<file path="config.mk">
export PLATFORM = sky130hd
export DESIGN_NAME = xmt_cfg
export DESIGN_NICKNAME = d
export VERILOG_FILES = /design/src/rtl/xmt_cfg.sv
export SDC_FILE = /design/constraint.sdc
export NUM_CORES = 1
export LEC_CHECK = 0
export ABC_AREA = 1
export BUFFER_PORTS_ARGS = -buffer_cell sky130_fd_sc_hd__buf_2
export CORE_ASPECT_RATIO = 1.75
export CORE_MARGIN = 2
export CORE_UTILIZATION = 30
export DETAILED_ROUTE_END_ITERATION = 16
export GPL_TIMING_DRIVEN = 0
export HOLD_SLACK_MARGIN = 0.15
export PLACE_DENSITY = 0.44
export SLEW_MARGIN = 10
export SYNTH_ARGS = -nofsm -noshare
export SYNTH_HDL_FRONTEND = slang
export SYNTH_SLANG_ARGS = --single-unit
</file>
<file path="constraint.sdc">
create_clock -name clk -period 5.5 [get_ports clk]
set_input_delay 1.1 -clock clk [delete_from_list [all_inputs] [get_ports clk]]
set_output_delay 1.1 -clock clk [all_outputs]
set_load 0.01 [all_outputs]
</file>
<file path="src/rtl/xmt_cfg.sv">
//============================================================================
// xmt_cfg : configurable serial transmitter (width/parity/stop/baud divisor)
//           with a one-character holding register and line-break control.
// Rev 1.0
//============================================================================
`default_nettype none

module xmt_cfg #(
   parameter int DATA_BITS = 8,
   parameter int PARITY    = 0,
   parameter int STOP_BITS = 1,
   parameter int DIV_WIDTH = 16
) (
   input  logic                 clk,
   input  logic                 reset,
   input  logic [DIV_WIDTH-1:0] div,
   input  logic                 brk,
   input  logic                 load,
   input  logic [DATA_BITS-1:0] parallel_in,
   output logic                 empty,
   output logic                 busy,
   output logic                 serial_out
);

   typedef enum logic [2:0] {
      S_IDLE  = 3'd0,
      S_START = 3'd1,
      S_DATA  = 3'd2,
      S_PAR   = 3'd3,
      S_STOP  = 3'd4
   } state_t;

   localparam int                   c_BW      = 4;
   localparam logic                 c_ODD     = (PARITY == 2);
   localparam logic [c_BW-1:0]      c_BIT_ONE = c_BW'(1);
   localparam logic [c_BW-1:0]      c_LAST_D  = c_BW'(DATA_BITS - 1);
   localparam logic [c_BW-1:0]      c_LAST_S  = c_BW'(STOP_BITS - 1);
   localparam logic [DIV_WIDTH-1:0] c_CNT_ONE = DIV_WIDTH'(1);

   state_t                 r_state;
   logic [DATA_BITS-1:0]   r_shift;
   logic [DATA_BITS-1:0]   r_hold;
   logic                   r_full;
   logic                   r_par;
   logic [DIV_WIDTH-1:0]   r_div;
   logic [DIV_WIDTH-1:0]   r_cnt;
   logic [c_BW-1:0]        r_bit;
   logic                   r_so;
   logic                   r_busy;

   logic                   w_tick;
   logic                   w_last_stop;
   logic                   w_hold_rd;
   logic                   w_direct;
   logic                   w_start;
   logic                   w_hold_wr;
   logic                   w_end_idle;
   logic                   w_idle_nxt;
   logic                   w_full_nxt;
   logic [DATA_BITS-1:0]   w_char;

   // Frame sequencing decisions shared by the state register and the busy flag.
   assign w_tick      = (r_cnt == '0);
   assign w_last_stop = (r_state == S_STOP) & w_tick & (r_bit == c_LAST_S);
   assign w_hold_rd   = r_full & ~brk & ((r_state == S_IDLE) | w_last_stop);
   assign w_direct    = (r_state == S_IDLE) & ~brk & load & ~r_full;
   assign w_start     = w_hold_rd | w_direct;
   assign w_hold_wr   = load & ~r_full & ~w_direct;
   assign w_end_idle  = w_last_stop & ~w_hold_rd;
   assign w_idle_nxt  = w_end_idle | ((r_state == S_IDLE) & ~w_start);
   assign w_full_nxt  = (r_full & ~w_hold_rd) | w_hold_wr;
   assign w_char      = w_hold_rd ? r_hold : parallel_in;

   always_ff @(posedge clk or negedge reset) begin
      if (!reset) begin
         r_state <= S_IDLE;
         r_shift <= '0;
         r_hold  <= '0;
         r_full  <= 1'b0;
         r_par   <= 1'b0;
         r_div   <= '0;
         r_cnt   <= '0;
         r_bit   <= '0;
         r_so    <= 1'b1;
         r_busy  <= 1'b0;
      end else begin
         r_busy <= ~w_idle_nxt | w_full_nxt;
         r_full <= w_full_nxt;
         if (w_hold_wr)
            r_hold <= parallel_in;

         if (w_start) begin
            r_state <= S_START;
            r_shift <= w_char;
            r_par   <= (^w_char) ^ c_ODD;
            r_div   <= div;
            r_cnt   <= div;
            r_bit   <= '0;
            r_so    <= 1'b0;
         end else if (r_state == S_IDLE) begin
            r_so <= ~brk;
         end else if (!w_tick) begin
            r_cnt <= r_cnt - c_CNT_ONE;
         end else begin
            r_cnt <= r_div;
            case (r_state)
               S_START: begin
                  r_state <= S_DATA;
                  r_so    <= r_shift[0];
                  r_shift <= r_shift >> 1;
                  r_bit   <= '0;
               end
               S_DATA: begin
                  if (r_bit == c_LAST_D) begin
                     r_bit <= '0;
                     if (PARITY != 0) begin
                        r_state <= S_PAR;
                        r_so    <= r_par;
                     end else begin
                        r_state <= S_STOP;
                        r_so    <= 1'b1;
                     end
                  end else begin
                     r_bit   <= r_bit + c_BIT_ONE;
                     r_so    <= r_shift[0];
                     r_shift <= r_shift >> 1;
                  end
               end
               S_PAR: begin
                  r_state <= S_STOP;
                  r_so    <= 1'b1;
                  r_bit   <= '0;
               end
               S_STOP: begin
                  if (w_end_idle) begin
                     r_state <= S_IDLE;
                     r_so    <= 1'b1;
                  end else begin
                     r_bit <= r_bit + c_BIT_ONE;
                  end
               end
               default: r_state <= S_IDLE;
            endcase
         end
      end
   end

   assign empty      = ~r_full;
   assign busy       = r_busy;
   assign serial_out = r_so;

endmodule

`default_nettype wire

</file>
==> results.cfg <==
[run_status]
status = finished, final reports clean

[cts]
cts_resized = 0
cts_setup_buffers = 0
cts_root_buf = clkbuf_16
worstSkewPairLatency_ps = 330
cts.path.max_buffers = 2
htreeDepth = 3
cts.sinks = 58
cts_hold_buffers = 0
path_clk_slew_ps = 50
cts_tree = built
numCtsBuffers = 9

[setup_path]
path_class = in2reg
reg2reg_to = r_shift[3]
arrival_ps = 2400
reg2reg_slack_ps = 3380
worstSetupEndpointType = flip-flop
r2r-start = r_cnt[0]
rr_worst_depth = 11
worst_setup_path_start_kind = primary input
critical_path_peak_fanout = 8
required_ps = 5710

[sta]
clock_skew_ps = 5.746
fmaxAchievable_mhz = 457.8
hold_viol = 0
tns_ps = 0
period_share = 0.3972
setup_viol = 0
slew_headroom = 0.4717
finalMaxSlewViolations = 0
period_needed_ps = 2184
worst_slack_ps = 3316
worst_pin_slew_ps = 792.5
rsz0062_at_grt = false
holdWs_ps = 471.0

[synthesis]
synth_edf_count = 0
avgSynthCellArea_sq_um = 7.194
synthFlopType = dfrtp_1
yosys_warnings = 0
syn_nets = 523
synth_largest_area_cell = dfrtp_1
ys_seq_area_frac = 0.4113
ys_types = 33
synth_top_area_frac = 0.4038
synthCells = 491
netlist_area_sq_um = 3532
synth.top_cells.by_count = nand2_1 (171), nand3_1 (63), dfrtp_1 (57)
synth_seq_cells = 58
synth-async-reset-ratio = 1.000
ys_top_cells_by_area = dfrtp_1 (40%), nand2_1 (18%), nand3_1 (8.9%), inv_1 (5.2%), o21ai_0 (5.1%)
synthMostInstantiatedCell = nand2_1

[final_layout]
syn_to_final_growth_pct = 17.39
diodes = 0
final_area_sq_um = 4146
drive_gt1_frac = 0.1589
num-nets-final = 564
num-fill-cells = 1276

[grt]
use_met2 = 0.3360
antenna_found_initial = 0
grt_pass1_wl_um = 17020
met3_usage = 0.02848
use_met1 = 0.1818
overflow = 0
busiest_layer = met2
grt_pass1_vias = 3332
grtUsageTotal = 0.1785
grt_max_degree = 59

[die]
die_y_um = 147.5
num_io_pins = 31
die_x_um = 86.03
core_region_area_sq_um = 11520
fp-row-count = 52
dieArea_sq_um = 12690
start_util = 0.3067

[placement]
gp_congestion = 0.9063
dp_hpwl_um = 8021
place_area_sq_um = 3854
pre_cts_slack_ps = 2935
io_buffers = 30

[detailed_routing]
avgViaCountPerCell = 4.864
drtAntennaViolNets = 0
drt-total-wl_um = 10550
routedWlPerCell_um = 15.75
vias = 3259
route.detailed.drc = 0
drtIter0Drc = 184
drtPass1Iterations = 5

[worst_hold_path]
hold_path.class = reg2reg
worstHoldPathCells = 2
worstHoldStart = r_shift[7]
min_to = r_shift[7]

[flow_run]
drv_cap = 0

[pwr]
leakagePower_nw = 2.164
ir_worst_vdd_mv = 0.1838
powerDensity_nw_per_um2 = 607.7
[kinds of logic (layout without fill, tap and decap cells)]
logic type	after synthesis	count (layout)	share of synthesized area
buffers and inverters	70	114	0.08749
AND/OR/NAND/NOR	301	301	0.3918
AO/OA/AOI/OAI	53	53	0.08289
flip-flops	58	58	0.4113
XOR/XNOR	5	5	0.01240
adder cells (fa/ha/maj)	4	4	0.01417
[registers in the layout, indices dropped and copies added, names as in the netlist]
register	cells
r_full	1
r_hold	8
busy	1
r_state	3
r_div	16
r_bit	4
serial_out	1
r_shift	8
r_cnt	16
[cells in the final DEF, fill, tap and decap left out, types with 2 or more instances in the layout]
cell type  Yosys  layout
nand2_1      171     171
inv_2          6       6
clkbuf_16      0       9
nand3b_1       8       8
clkbuf_8       0       2
o21ai_1        7       7
nor2_2         7       7
nor2_1        32      32
buf_6          4       4
inv_1         49      49
nand2_8        2       2
buf_2          4      33
clkinv_2       0       2
ha_1           4       4
clkbuf_1       3       3
dfrtp_1       57      57
xor2_1         3       3
nor2_4         2       2
nand4_1        5       5
nand3_4        2       2
xnor2_1        2       2
a21oi_1        5       5
buf_4          3       4
nand3_1       63      63
nand2_2        6       6
o21ai_0       36      36
[worst max path at each step]
| stage | slack [ps] | startpoint | end |
|---|---|---|---|
| 4_1_cts | 3280 | load | r_hold[5] |
| 3_3_place_gp | 2920 | load | r_hold[3] |
| 2_1_floorplan | 3350 | load | r_shift[5] |
| 5_1_grt | 3140 | load | r_hold[6] |
| 3_5_place_dp | 2940 | load | r_hold[3] |
| 6_report | 3320 | load | r_shift[3] |
[through the flow]
stage / utilization / total power, W / cells
after detailed placement: 0.3346 / 0.001985 / 656
after global placement: 0.3344 / 0.001970 / 656
after floorplan: - / 0.001633 / 491
after global routing: 0.3601 / 0.002757 / 670
final: 0.3601 / 0.002520 / 670
after CTS: 0.3601 / 0.002562 / 670
[worst max-delay path, cell delays in order]
cell	delay, ps
buf_2	80
inv_1	30
nor2_1	200
nand3_4	170
inv_2	150
a21oi_2	50
nand2_1	250
nand2_2	210
nand2_1	100
nand2_1	50
[cell type report]
class / instances / area (sq um) / share of cell area
plain buffers: 15 / 102.6 / 0.02474
clock buffers: 11 / 252.7 / 0.06095
clock inverters: 3 / 40.04 / 0.009656
inverters: 55 / 206.4 / 0.04979
multi-input cells: 363 / 1770 / 0.4270
flip-flops and latches: 58 / 1453 / 0.3503
well taps: 135 / 168.9 / 0.04074
repair buffers: 30 / 152.6 / 0.03681
[metal layers]
| layer | up-vias | wire [um] |
|---|---|---|
| li1 | 1644 | - |
| met1 | 1543 | 3890 |
| met2 | 52 | 6082 |
| met3 | 20 | 228 |
| met4 | 0 | 349 |
| met5 | - | 0 |
[power by group]
part / leakage (nW) / internal (W) / switching [W]
clock network: 0.147 / 0.000368 / 0.000194
logic: 1.30 / 0.000407 / 0.000773
registers: 0.721 / 0.000631 / 0.000147
total: 2.16 / 0.00141 / 0.00111
Power figures use the tool's default switching activity.
